[src/rtl/apb_ucpd_pkg.sv]
// Shared types and constants for the UCPD multi-message receive buffer.
// Holds the write/read FSM state encodings, the ordered-set width and the
// bit layout of a queued message descriptor {ordset, len, crc_err}.
package apb_ucpd_pkg;

    localparam int unsigned ORDSET_W = 7;

    // Descriptor layout, LSB first: crc_err | len[CNT_W] | ordset[ORDSET_W]
    localparam int unsigned DESC_CRC_OFS = 0;
    localparam int unsigned DESC_LEN_OFS = 1;

    typedef enum logic [1:0] {
        WIdle = 2'd0,
        WRecv = 2'd1,
        WDrop = 2'd2
    } wr_state_e;

    typedef enum logic [1:0] {
        RIdle = 2'd0,
        RData = 2'd1,
        REnd  = 2'd2
    } rd_state_e;

    function automatic int unsigned desc_os_ofs(input int unsigned cnt_w);
        return DESC_LEN_OFS + cnt_w;
    endfunction

    function automatic int unsigned desc_width(input int unsigned cnt_w);
        return ORDSET_W + cnt_w + 1;
    endfunction

endpackage

[src/rtl/apb_ucpd_rx_msgbuf_if.sv]
// Signal bundle between the UCPD RX decode path / APB register file and the
// multi-message receive buffer.
//   master : decode side (sop/byte/eop/abort) and firmware side (rxdr_rd, msg_ack, clr)
//   slave  : the buffer, returning head descriptor, RXDR byte and status
interface apb_ucpd_rx_msgbuf_if
    import apb_ucpd_pkg::*;
#(
    parameter int unsigned CNT_W     = 10,
    parameter int unsigned MSG_DEPTH = 4
) ();
    logic                         clr;
    logic                         rx_sop;
    logic [ORDSET_W-1:0]          rx_ordset;
    logic                         rx_byte_vld;
    logic [7:0]                   rx_byte_in;
    logic                         rx_eop;
    logic                         rx_crc_ok;
    logic                         rx_abort;
    logic                         rxdr_rd;
    logic                         msg_ack;
    logic                         msg_avail;
    logic [ORDSET_W-1:0]          msg_ordset;
    logic [CNT_W-1:0]             msg_len;
    logic                         msg_crc_err;
    logic [7:0]                   rx_byte;
    logic                         rxne;
    logic                         msg_end;
    logic                         rx_ovr;
    logic [$clog2(MSG_DEPTH):0]   msg_cnt;

    modport master (
        output clr, rx_sop, rx_ordset, rx_byte_vld, rx_byte_in, rx_eop, rx_crc_ok,
               rx_abort, rxdr_rd, msg_ack,
        input  msg_avail, msg_ordset, msg_len, msg_crc_err, rx_byte, rxne, msg_end,
               rx_ovr, msg_cnt
    );

    modport slave (
        input  clr, rx_sop, rx_ordset, rx_byte_vld, rx_byte_in, rx_eop, rx_crc_ok,
               rx_abort, rxdr_rd, msg_ack,
        output msg_avail, msg_ordset, msg_len, msg_crc_err, rx_byte, rxne, msg_end,
               rx_ovr, msg_cnt
    );
endinterface

[src/rtl/apb_ucpd_rxbuf_desc_fifo.sv]
// Synchronous descriptor FIFO (Depth x Width) for queued PD messages.
// Ports: clk_i, rst_ni (async active-low), clr_i (sync flush), push_i/wdata_i,
// pop_i, rdata_o (head entry, valid when !empty_o), full_o, empty_o, cnt_o.
// Pointers carry one extra wrap bit so full/empty need no separate counter.
module apb_ucpd_rxbuf_desc_fifo #(
    parameter int unsigned Depth = 4,
    parameter int unsigned Width = 18
) (
    input  logic                      clk_i,
    input  logic                      rst_ni,
    input  logic                      clr_i,
    input  logic                      push_i,
    input  logic [Width-1:0]          wdata_i,
    input  logic                      pop_i,
    output logic [Width-1:0]          rdata_o,
    output logic                      full_o,
    output logic                      empty_o,
    output logic [$clog2(Depth):0]    cnt_o
);
    localparam int unsigned AW = $clog2(Depth);

    logic [AW:0]      wr_q, wr_d, rd_q, rd_d;
    logic [Width-1:0] mem_q [Depth];
    logic             do_push, do_pop;

    assign full_o  = (wr_q[AW] != rd_q[AW]) && (wr_q[AW-1:0] == rd_q[AW-1:0]);
    assign empty_o = (wr_q == rd_q);
    assign cnt_o   = wr_q - rd_q;
    assign rdata_o = mem_q[rd_q[AW-1:0]];

    assign do_push = push_i && !full_o && !clr_i;
    assign do_pop  = pop_i && !empty_o && !clr_i;

    always_comb begin
        wr_d = wr_q;
        rd_d = rd_q;
        if (clr_i) begin
            wr_d = '0;
            rd_d = '0;
        end else begin
            if (do_push) wr_d = wr_q + (AW+1)'(1);
            if (do_pop)  rd_d = rd_q + (AW+1)'(1);
        end
    end

    always_ff @(posedge clk_i or negedge rst_ni) begin
        if (!rst_ni) begin
            wr_q <= '0;
            rd_q <= '0;
        end else begin
            wr_q <= wr_d;
            rd_q <= rd_d;
        end
    end

    always_ff @(posedge clk_i) begin
        if (do_push) mem_q[wr_q[AW-1:0]] <= wdata_i;
    end

endmodule

[src/rtl/apb_ucpd_rx_msgbuf.sv]
// Multi-message receive buffer between the UCPD RX decode path and RXDR.
// Payload bytes go into a DATA_DEPTH byte ring; each finished frame pushes a
// descriptor {ordset, len, crc_err}. Frames are committed atomically on EOP and
// rolled back on abort / overflow (wr_tmp is rewound to the committed wr_ptr).
// Ports: ic_clk, ic_rst_n (async active-low), bus (slave modport: decode inputs,
// firmware rxdr_rd/msg_ack/clr, head descriptor, RXDR byte, rxne, msg_end,
// sticky rx_ovr, msg_cnt).
// Build option: UCPD_RXBUF_DROP_BAD_EN -- bad-CRC frames are rolled back and
// msg_crc_err is tied 0; otherwise they are committed with msg_crc_err=1.
module apb_ucpd_rx_msgbuf
    import apb_ucpd_pkg::*;
#(
    parameter int unsigned DATA_DEPTH = 64,
    parameter int unsigned MSG_DEPTH  = 4,
    parameter int unsigned CNT_W      = 10
) (
    input logic                  ic_clk,
    input logic                  ic_rst_n,
    apb_ucpd_rx_msgbuf_if.slave  bus
);
    localparam int unsigned AW = $clog2(DATA_DEPTH);
    localparam int unsigned PW = AW + 1;
    localparam int unsigned DW = desc_width(CNT_W);
    localparam logic [CNT_W-1:0] LEN_MAX = '1;

    wr_state_e           wr_st_q, wr_st_d;
    logic [PW-1:0]       wr_ptr_q, wr_ptr_d, wr_tmp_q, wr_tmp_d;
    logic [CNT_W-1:0]    wr_len_q, wr_len_d;
    logic [ORDSET_W-1:0] wr_os_q, wr_os_d;
    logic                rx_ovr_q, rx_ovr_d;

    rd_state_e           rd_st_q, rd_st_d;
    logic [PW-1:0]       rd_ptr_q, rd_ptr_d;
    logic [CNT_W-1:0]    rd_rem_q, rd_rem_d;
    logic [7:0]          rx_byte_q, rx_byte_d;
    logic                rxne_q, rxne_d, msg_end_q, msg_end_d;

    logic [7:0]          mem_q [DATA_DEPTH];
    logic                mem_we, data_full, frame_start;

    logic                desc_push, desc_pop, desc_full, desc_empty, desc_crc_err;
    logic [DW-1:0]       desc_wdata, desc_rdata;
    logic [$clog2(MSG_DEPTH):0] desc_cnt;
    logic                msg_avail;
    logic [CNT_W-1:0]    hd_len;
    logic [ORDSET_W-1:0] hd_os;

    // Full when the in-flight frame has consumed every byte not yet read out.
    assign data_full = (wr_tmp_q[AW] != rd_ptr_q[AW]) &&
                       (wr_tmp_q[AW-1:0] == rd_ptr_q[AW-1:0]);

    assign desc_wdata = {wr_os_q, wr_len_q, desc_crc_err};
    assign hd_len     = desc_rdata[DESC_LEN_OFS +: CNT_W];
    assign hd_os      = desc_rdata[desc_os_ofs(CNT_W) +: ORDSET_W];
    assign msg_avail  = !desc_empty;

    apb_ucpd_rxbuf_desc_fifo #(
        .Depth (MSG_DEPTH),
        .Width (DW)
    ) u_desc_fifo (
        .clk_i   (ic_clk),
        .rst_ni  (ic_rst_n),
        .clr_i   (bus.clr),
        .push_i  (desc_push),
        .wdata_i (desc_wdata),
        .pop_i   (desc_pop),
        .rdata_o (desc_rdata),
        .full_o  (desc_full),
        .empty_o (desc_empty),
        .cnt_o   (desc_cnt)
    );

    // Write side: decode path into tentative region, commit on EOP.
    always_comb begin
        wr_st_d      = wr_st_q;
        wr_ptr_d     = wr_ptr_q;
        wr_tmp_d     = wr_tmp_q;
        wr_len_d     = wr_len_q;
        wr_os_d      = wr_os_q;
        rx_ovr_d     = rx_ovr_q;
        mem_we       = 1'b0;
        desc_push    = 1'b0;
        desc_crc_err = 1'b0;
        frame_start  = 1'b0;
        unique case (wr_st_q)
            WIdle: frame_start = bus.rx_sop;
            WRecv: begin
                if (bus.rx_sop) begin
                    // New SOP discards the partial frame and restarts in place.
                    frame_start = 1'b1;
                end else if (bus.rx_abort) begin
                    wr_tmp_d = wr_ptr_q;
                    wr_st_d  = WIdle;
                end else if (bus.rx_eop) begin
`ifdef UCPD_RXBUF_DROP_BAD_EN
                    if (bus.rx_crc_ok) begin
                        wr_ptr_d  = wr_tmp_q;
                        desc_push = 1'b1;
                    end else begin
                        wr_tmp_d = wr_ptr_q;
                    end
`else
                    wr_ptr_d     = wr_tmp_q;
                    desc_push    = 1'b1;
                    desc_crc_err = !bus.rx_crc_ok;
`endif
                    wr_st_d = WIdle;
                end else if (bus.rx_byte_vld) begin
                    if (data_full || (wr_len_q == LEN_MAX)) begin
                        wr_tmp_d = wr_ptr_q;
                        rx_ovr_d = 1'b1;
                        wr_st_d  = WDrop;
                    end else begin
                        mem_we   = 1'b1;
                        wr_tmp_d = wr_tmp_q + PW'(1);
                        wr_len_d = wr_len_q + CNT_W'(1);
                    end
                end
            end
            WDrop: if (bus.rx_eop || bus.rx_abort) wr_st_d = WIdle;
            default: wr_st_d = WIdle;
        endcase
        if (frame_start) begin
            wr_tmp_d = wr_ptr_q;
            wr_len_d = '0;
            wr_os_d  = bus.rx_ordset;
            if (desc_full) begin
                rx_ovr_d = 1'b1;
                wr_st_d  = WDrop;
            end else begin
                wr_st_d = WRecv;
            end
        end
        if (bus.clr) begin
            wr_st_d   = WIdle;
            wr_ptr_d  = '0;
            wr_tmp_d  = '0;
            wr_len_d  = '0;
            wr_os_d   = '0;
            rx_ovr_d  = 1'b0;
            mem_we    = 1'b0;
            desc_push = 1'b0;
        end
    end

    // Read side: present head message byte by byte on RXDR.
    always_comb begin
        rd_st_d   = rd_st_q;
        rd_ptr_d  = rd_ptr_q;
        rd_rem_d  = rd_rem_q;
        rx_byte_d = rx_byte_q;
        rxne_d    = rxne_q;
        msg_end_d = msg_end_q;
        desc_pop  = 1'b0;
        if (bus.msg_ack && msg_avail) begin
            // In RIdle the head length has not been loaded into rd_rem yet.
            desc_pop  = 1'b1;
            rd_ptr_d  = rd_ptr_q + PW'((rd_st_q == RIdle) ? hd_len : rd_rem_q);
            rd_rem_d  = '0;
            rxne_d    = 1'b0;
            msg_end_d = 1'b0;
            rd_st_d   = RIdle;
        end else begin
            unique case (rd_st_q)
                RIdle: begin
                    if (msg_avail) begin
                        if (hd_len == '0) begin
                            rd_st_d   = REnd;
                            msg_end_d = 1'b1;
                        end else begin
                            rd_st_d  = RData;
                            rd_rem_d = hd_len;
                        end
                    end
                end
                RData: begin
                    if (!rxne_q) begin
                        rx_byte_d = mem_q[rd_ptr_q[AW-1:0]];
                        rxne_d    = 1'b1;
                    end else if (bus.rxdr_rd) begin
                        rxne_d   = 1'b0;
                        rd_ptr_d = rd_ptr_q + PW'(1);
                        rd_rem_d = rd_rem_q - CNT_W'(1);
                        if (rd_rem_q == CNT_W'(1)) begin
                            rd_st_d   = REnd;
                            msg_end_d = 1'b1;
                        end
                    end
                end
                REnd: ;
                default: rd_st_d = RIdle;
            endcase
        end
        if (bus.clr) begin
            rd_st_d   = RIdle;
            rd_ptr_d  = '0;
            rd_rem_d  = '0;
            rx_byte_d = '0;
            rxne_d    = 1'b0;
            msg_end_d = 1'b0;
            desc_pop  = 1'b0;
        end
    end

    always_ff @(posedge ic_clk or negedge ic_rst_n) begin
        if (!ic_rst_n) begin
            wr_st_q   <= WIdle;
            wr_ptr_q  <= '0;
            wr_tmp_q  <= '0;
            wr_len_q  <= '0;
            wr_os_q   <= '0;
            rx_ovr_q  <= 1'b0;
            rd_st_q   <= RIdle;
            rd_ptr_q  <= '0;
            rd_rem_q  <= '0;
            rx_byte_q <= '0;
            rxne_q    <= 1'b0;
            msg_end_q <= 1'b0;
        end else begin
            wr_st_q   <= wr_st_d;
            wr_ptr_q  <= wr_ptr_d;
            wr_tmp_q  <= wr_tmp_d;
            wr_len_q  <= wr_len_d;
            wr_os_q   <= wr_os_d;
            rx_ovr_q  <= rx_ovr_d;
            rd_st_q   <= rd_st_d;
            rd_ptr_q  <= rd_ptr_d;
            rd_rem_q  <= rd_rem_d;
            rx_byte_q <= rx_byte_d;
            rxne_q    <= rxne_d;
            msg_end_q <= msg_end_d;
        end
    end

    always_ff @(posedge ic_clk) begin
        if (mem_we) mem_q[wr_tmp_q[AW-1:0]] <= bus.rx_byte_in;
    end

    assign bus.msg_avail  = msg_avail;
    assign bus.msg_ordset = msg_avail ? hd_os : '0;
    assign bus.msg_len    = msg_avail ? hd_len : '0;
`ifdef UCPD_RXBUF_DROP_BAD_EN
    assign bus.msg_crc_err = 1'b0;
`else
    assign bus.msg_crc_err = msg_avail & desc_rdata[DESC_CRC_OFS];
`endif
    assign bus.rx_byte = rx_byte_q;
    assign bus.rxne    = rxne_q;
    assign bus.msg_end = msg_end_q;
    assign bus.rx_ovr  = rx_ovr_q;
    assign bus.msg_cnt = desc_cnt;

endmodule
[src/flat_wrapper.sv]
// flat-port wrapper written by rule: the top's interface ports become plain ports
module apb_ucpd_rx_msgbuf_flat import apb_ucpd_pkg::*;
#(
    parameter int unsigned DATA_DEPTH = 64,
    parameter int unsigned MSG_DEPTH  = 4,
    parameter int unsigned CNT_W      = 10
)
  (ic_clk, ic_rst_n, bus_clr, bus_rx_sop, bus_rx_ordset, bus_rx_byte_vld, bus_rx_byte_in, bus_rx_eop, bus_rx_crc_ok, bus_rx_abort, bus_rxdr_rd, bus_msg_ack, bus_msg_avail, bus_msg_ordset, bus_msg_len, bus_msg_crc_err, bus_rx_byte, bus_rxne, bus_msg_end, bus_rx_ovr, bus_msg_cnt);
  apb_ucpd_rx_msgbuf_if #(.CNT_W(CNT_W), .MSG_DEPTH(MSG_DEPTH)) bus_i ();
  input logic ic_clk;
  input logic ic_rst_n;
  input wire logic [$bits(bus_i.clr)-1:0] bus_clr;
  input wire logic [$bits(bus_i.rx_sop)-1:0] bus_rx_sop;
  input wire logic [$bits(bus_i.rx_ordset)-1:0] bus_rx_ordset;
  input wire logic [$bits(bus_i.rx_byte_vld)-1:0] bus_rx_byte_vld;
  input wire logic [$bits(bus_i.rx_byte_in)-1:0] bus_rx_byte_in;
  input wire logic [$bits(bus_i.rx_eop)-1:0] bus_rx_eop;
  input wire logic [$bits(bus_i.rx_crc_ok)-1:0] bus_rx_crc_ok;
  input wire logic [$bits(bus_i.rx_abort)-1:0] bus_rx_abort;
  input wire logic [$bits(bus_i.rxdr_rd)-1:0] bus_rxdr_rd;
  input wire logic [$bits(bus_i.msg_ack)-1:0] bus_msg_ack;
  output wire logic [$bits(bus_i.msg_avail)-1:0] bus_msg_avail;
  output wire logic [$bits(bus_i.msg_ordset)-1:0] bus_msg_ordset;
  output wire logic [$bits(bus_i.msg_len)-1:0] bus_msg_len;
  output wire logic [$bits(bus_i.msg_crc_err)-1:0] bus_msg_crc_err;
  output wire logic [$bits(bus_i.rx_byte)-1:0] bus_rx_byte;
  output wire logic [$bits(bus_i.rxne)-1:0] bus_rxne;
  output wire logic [$bits(bus_i.msg_end)-1:0] bus_msg_end;
  output wire logic [$bits(bus_i.rx_ovr)-1:0] bus_rx_ovr;
  output wire logic [$bits(bus_i.msg_cnt)-1:0] bus_msg_cnt;
  assign bus_i.clr = bus_clr;
  assign bus_i.rx_sop = bus_rx_sop;
  assign bus_i.rx_ordset = bus_rx_ordset;
  assign bus_i.rx_byte_vld = bus_rx_byte_vld;
  assign bus_i.rx_byte_in = bus_rx_byte_in;
  assign bus_i.rx_eop = bus_rx_eop;
  assign bus_i.rx_crc_ok = bus_rx_crc_ok;
  assign bus_i.rx_abort = bus_rx_abort;
  assign bus_i.rxdr_rd = bus_rxdr_rd;
  assign bus_i.msg_ack = bus_msg_ack;
  assign bus_msg_avail = bus_i.msg_avail;
  assign bus_msg_ordset = bus_i.msg_ordset;
  assign bus_msg_len = bus_i.msg_len;
  assign bus_msg_crc_err = bus_i.msg_crc_err;
  assign bus_rx_byte = bus_i.rx_byte;
  assign bus_rxne = bus_i.rxne;
  assign bus_msg_end = bus_i.msg_end;
  assign bus_rx_ovr = bus_i.rx_ovr;
  assign bus_msg_cnt = bus_i.msg_cnt;
  apb_ucpd_rx_msgbuf #(.DATA_DEPTH(DATA_DEPTH), .MSG_DEPTH(MSG_DEPTH), .CNT_W(CNT_W)) u_core (.ic_clk(ic_clk), .ic_rst_n(ic_rst_n), .bus(bus_i));
endmodule
[config.mk]
export PLATFORM = sky130hd
export DESIGN_NAME = apb_ucpd_rx_msgbuf_flat
export DESIGN_NICKNAME = d
export VERILOG_FILES = /design/src/rtl/apb_ucpd_pkg.sv /design/src/rtl/apb_ucpd_rx_msgbuf_if.sv /design/src/rtl/apb_ucpd_rxbuf_desc_fifo.sv /design/src/rtl/apb_ucpd_rx_msgbuf.sv /design/src/flat_wrapper.sv
export SDC_FILE = /design/constraint.sdc
export NUM_CORES = 1
export LEC_CHECK = 0
export CAP_MARGIN = 10
export CORE_UTILIZATION = 51
export DETAILED_ROUTE_END_ITERATION = 7
export DONT_BUFFER_PORTS = 1
export PLACE_DENSITY = 0.69
export SYNTH_ARGS = -nofsm -noshare
export SYNTH_HDL_FRONTEND = slang
export SYNTH_HIERARCHICAL = 1
export SYNTH_SLANG_ARGS = --single-unit
[constraint.sdc]
create_clock -name ic_clk -period 3.65 [get_ports ic_clk]
set_input_delay 0.9125 -clock ic_clk [delete_from_list [all_inputs] [get_ports ic_clk]]
set_output_delay 0.9125 -clock ic_clk [all_outputs]
set_load 0.005 [all_outputs]
After elaboration in Yosys (flattened, before gate mapping)
Memories as Yosys holds them, arrays and structs flattened.
Cells that the tools add are included.
- $add $sub $neg: 8
- bitwise operators: 1
- reductions and logical operators: 38
- equal/unequal tests: 32
- multiplexer cells: 110
- operator list (kind ; number):
    7-bit 2-to-1 mux ; 22
    10-bit 2-to-1 mux ; 15
    1-bit 2-to-1 mux ; 44
    2-bit 2-to-1 mux ; 16
    8-bit 2-to-1 mux ; 4
    10-bit one-hot mux with 2 select lines ; 1
    3-bit by 2-bit inequality test with 1-bit output (second input constant) ; 6
    4-bit by 2-bit inequality test with 1-bit output (second input constant) ; 4
    4-bit by 3-bit inequality test with 1-bit output (second input constant) ; 4
    5-bit AND reduction ; 3
    3-bit nonzero test ; 5
    7-bit by 1-bit adder with 7-bit output (second input constant) ; 2
    3-bit 2-to-1 mux ; 4
    2-bit one-hot mux with 3 select lines ; 2
    6-bit AND reduction ; 2
    2-bit nonzero test ; 6
    10-bit by 1-bit adder with 10-bit output (second input constant) ; 1
    10-bit by 1-bit equality test with 1-bit output (second input constant) ; 1
    10-bit equality test (second input constant) ; 1
    10-bit logical NOT ; 1
    10-bit by 1-bit subtractor with 10-bit output (second input constant) ; 1
    2-bit inequality test (second input constant) ; 4
    4-bit AND reduction ; 2
    4-bit nonzero test ; 2
    other kinds (19) ; 36
- bits in registers: 69
- memories kept: 2
- bits in writable memories: 584
- memories (memory ; depth ; bits a word ; rd ports ; clocked after memory_dff ; write ports ; line ; RTL):
    u_core.mem_q ; 64 ; 8 ; 1 ; 0 ; 1 ; apb_ucpd_rx_msgbuf.sv:38 ; logic [7:0] mem_q [DATA_DEPTH];
    u_core.u_desc_fifo.mem_q ; 4 ; 18 ; 1 ; 0 ; 1 ; apb_ucpd_rxbuf_desc_fifo.sv:23 ; logic [Width-1:0] mem_q [Depth];

Longest topological paths before layout
- word-level depth: 12
- depth in mapped cells: 16
- mapped depth without buffers: 15

Modules after synthesis
The synthesis kept the hierarchy.
- modules (own cells, without submodules) (module ; area an instance (µm²) ; times used ; cells an instance ; seq. area each (µm²)):
    apb_ucpd_rx_msgbuf ; 23885.4 ; 1 ; 1422 ; 16951.3
    apb_ucpd_rxbuf_desc_fifo ; 3151.8 ; 1 ; 155 ; 2312.2

Worst setup path after synthesis
No wires, ideal clock.
- path kind: input to register
- start: input port bus_rx_sop
- end: memory u_core.u_desc_fifo.mem_q[0][0], enable pin
- setup slack: -551 ps
- cell stages on the path: 6
- arrival time: 3762 ps
- cell sequence: nor3b_1 > nand3b_1 > clkbuf_1 > nor2_1 > clkbuf_1 > nor4bb_1
- word-level cells in the longest chain between the ends: 7
- ends and longest elaborated chain (element ; line ; RTL):
    start, declared ; flat_wrapper.sv:13 ; input wire logic [$bits(bus_i.rx_sop)-1:0] bus_rx_sop;
    1-bit 2-to-1 mux ; apb_ucpd_rx_msgbuf.sv:88 ; if (bus.rx_sop) begin
    1-bit 2-to-1 mux ; apb_ucpd_rx_msgbuf.sv:85 ; unique case (wr_st_q)
    1-bit 2-to-1 mux ; apb_ucpd_rx_msgbuf.sv:134 ; if (bus.clr) begin
    named net u_core.desc_push ; apb_ucpd_rx_msgbuf.sv:41 ; logic desc_push, desc_pop, desc_full, desc_empty, desc_crc_err;
    1-bit logical AND (2 in series) ; apb_ucpd_rxbuf_desc_fifo.sv:31 ; assign do_push = push_i && !full_o && !clr_i;
    1-bit 2-to-1 mux ; apb_ucpd_rxbuf_desc_fifo.sv:57 ; if (do_push) mem_q[wr_q[AW-1:0]] <= wdata_i;
    1-bit 2-to-1 mux (not written as such) ; apb_ucpd_rxbuf_desc_fifo.sv:57 ;
    end, declared ; apb_ucpd_rxbuf_desc_fifo.sv:23 ;
The timed path passes the listed nets, and every way through them passes these cells.

Worst setup path in the final report
- start: register u_core.u_desc_fifo.wr_q[0]
- end: register u_core.rx_byte_q[5], in the netlist u_core/bus.rx_byte[5]
- word-level cells in the longest chain between the ends: 5
- ends and longest elaborated chain (element ; line ; RTL):
    start, declared ; apb_ucpd_rxbuf_desc_fifo.sv:22 ; logic [AW:0] wr_q, wr_d, rd_q, rd_d;
    start signal, assigned ; apb_ucpd_rxbuf_desc_fifo.sv:51 ; wr_q <= wr_d;
    3-bit equality test ; apb_ucpd_rxbuf_desc_fifo.sv:27 ; assign empty_o = (wr_q == rd_q);
    named net u_core.desc_empty ; apb_ucpd_rx_msgbuf.sv:41 ;
    1-bit logical NOT ; apb_ucpd_rx_msgbuf.sv:55 ; assign msg_avail = !desc_empty;
    1-bit logical AND ; apb_ucpd_rx_msgbuf.sv:155 ; if (bus.msg_ack && msg_avail) begin
    2-bit inequality test (no source line) ; -- ;
    3-bit AND reduction (no source line) ; -- ;
    end signal, assigned ; apb_ucpd_rx_msgbuf.sv:229 ; rx_byte_q <= rx_byte_d;
    end, declared ; apb_ucpd_rx_msgbuf.sv:35 ; logic [7:0] rx_byte_q, rx_byte_d;
The timed path passes the listed nets, and every way through them passes these cells.
A chain may end at the register's enable or synchronous reset.

==> out/results.ini <==
[run_status]
status=complete, no violations

[die]
ios=58
die-width_um=232
dieArea_um2=53900
initial_utilization=0.516
die_h_um=232
rows=84
core-area_um2=52400

[routing]
routed_wl_um=61900
drc_errors=0
vias=14800
antenna_left=0
drt_first_pass_iters=6
vias_per_cell=6.11
routedWlPerCell_um=25.6
drt_iter0_drc=1556

[clock_network]
cts-root-buf=clkbuf_16
cts.reportedPaths.clkPinSlew_ns=0.06
clock_latency_ns=0.59
cts_buffers=67
h-tree-depth=3
clock_path_buffers=3
clkSinkCount=653
cts_tree=done

[pwr]
powerDensity_nw_per_um2=602
leakagePower_nw=10.3
finalPower_mw=18.4
vdd.ir_drop.worst_uv=453

[timing]
fin_skew_ns=0.0296
fmax_mhz=302
finalSetupTns_ns=0
setup_ws_ns=0.341
slew_viol_final=0
period_share=0.907
finalHoldViolCount=0
max-slew-margin-rel=0.325
rsz0062_at_grt=no
tightest_slew_ns=1.01
finalSetupViolCount=0
holdWs_ns=0.0307
post-route-min-period_ns=3.31

[setup_path]
cp.arrival_ns=3.84
cp-start-kind=flip-flop
worstSetupPathType=reg -> reg
crit_fanout=9
cp-end-kind=flip-flop
crit_required_ns=4.18
reg2reg_slack_ns=0.34

[synthesis]
synth_nets=1621
synth_common_cells=edfxtp_1 (584), nor2_1 (119), mux2i_1 (115)
synthCells=1577
yosysTopAreaCell=edfxtp_1
syn_area_um2=27000
synthTopCellsByArea=edfxtp_1 (65%), mux4_2 (7.3%), dfrtp_1 (6.4%)
synthDistinctLibCells=75
synthArstFlopShare=0.106
seq_area_frac_synth=0.712
synthDominantCellAreaShare=0.649
synth_seq_cells=653
yosysMostFrequentCell=edfxtp_1
synthFlopType=edfxtp_1
avgSynthCellArea_um2=17.1
synth_edf_count=584
yosysWarnings=6

[layout]
area_growth_pct=12.9
fin_area_um2=30500
fin_cells=2417
n_antenna_cell=0
drive_above_1_share=0.191
final_nets=1723
fin_util=0.582

[placement]
dp_hpwl_um=38700
routabilityCongestion=0.885
placed_area_um2=28300
dp_slack_ns=0.196
place_inst=2294
portBuffers=0

[global_route]
track_usage=0.236
antenna_found_initial=0
grt.overflow.total=0
grt_max_degree=65
grt_pass1_wl_um=93300
grt_pass1_vias=14900

[worst_hold_path]
hold_class=in -> async

[flow_run]
maxCapViolations=0

layout by cell type, fill, tap and decap left out, drive strengths merged, types with 4 or more instances in the layout:
cell     count
nand2       78
a22oi       29
nor3        20
and3        10
o2bb2ai      5
o22ai       11
xor2        16
xnor2        6
mux2        13
nand2b       6
o31ai        7
mux4       102
a31oi        8
bufinv       6
o311ai       4
a21oi       52
a21o         4
a221oi      10
nor3b        5
nor2b       36
a2111oi      7
a211oi      10
clkinv      18
a22o        10
dfrtp       69
mux2i      115
nor4        10
inv         23
edfxtp     584
clkbuf      90
nand3       23
or3          4
buf        114
a211o        4
ha          17
nand4        6
nor2       119
o21ai       32
state kept, by name, indices dropped and copies added (netlist names):
name and cells:
u_core/mem_q 512, u_core/u_desc_fifo/mem_q 72, u_core/rd_rem_q 10, u_core/wr_len_q 10
u_core/bus.rx_byte 8, u_core/rd_ptr_q 7, u_core/wr_os_q 7, u_core/wr_ptr_q 7
u_core/wr_tmp_q 7, u_core/u_desc_fifo/rd_q 3, u_core/u_desc_fifo/wr_q 3, u_core/rd_st_q 2
u_core/wr_st_q 2, u_core/bus.msg_end 1, u_core/bus.rx_ovr 1, u_core/bus.rxne 1
worst max-delay path: stages (launching register included):
cell and delay, ns:
dfrtp_1 0.42, inv_1 0.12, ha_1 0.42, nand2_2 0.16, nor2_2 0.20, nand2b_1 0.31
nand3_1 0.14, or3_1 0.54, a2111oi_1 0.63, buf_4 0.22, a221o_1 0.09
final timing paths:
check	endpoint	cells past startpoint	startpoint
max	u_core/bus.rx_byte[5]	10	u_core/u_desc_fifo/wr_q[0]
min	u_core/wr_ptr_q[0]	0	ic_rst_n
max reg2reg	u_core/bus.rx_byte[5]	10	u_core/u_desc_fifo/wr_q[0]
min reg2reg	u_core/u_desc_fifo/mem_q[3][17]	0	u_core/wr_os_q[6]
max in group asynchronous	u_core/wr_ptr_q[1]	1	ic_rst_n
min in group ic_clk	u_core/wr_os_q[3]	1	bus_clr
per-layer routing:
layer / routed length (um) / up-vias / part of all wire / track usage
li1: - / 6478 / - / -
met1: 24900 / 7586 / 0.40 / 0.311
met2: 30000 / 601 / 0.48 / 0.383
met3: 5350 / 109 / 0.086 / 0.0625
met4: 1680 / 0 / 0.027 / 0.0750
met5: 0 / - / 0 / 0
layout make-up:
cell class,count,area [um^2]
Fill cell,3804,21900
Sequential cell,653,19300
Multi-Input combinational cell,821,7220
Clock buffer,90,1850
Timing Repair Buffer,117,943
Tap cell,688,861
Clock inverter,29,305
Inverter,19,71.3
cells by family after synthesis:
| family | count (synthesis) | synth area share |
|---|---|---|
| mux | 230 | 0.135 |
| flops | 653 | 0.712 |
| fa+ha+maj | 19 | 0.00935 |
| buf+inv | 103 | 0.0224 |
| simple gates | 339 | 0.0603 |
| xor+xnor | 22 | 0.00713 |
| compound gates | 211 | 0.0534 |
what timing repair did:
item                                   CTS  global route
setup endpoints to repair                0             4
endpoints found under the hold margin   40             4
setup buffers                            0             0
gates resized for setup                  0             3
hold buffers                             3             1
where the power goes:
group	switching (mW)	total (mW)	leakage, nW	internal [mW]
logic	1.80	3.18	3.08	1.38
clock network	2.76	6.74	1.05	3.98
registers	0.248	8.46	6.15	8.21
(Power assumes the default switching activity.)
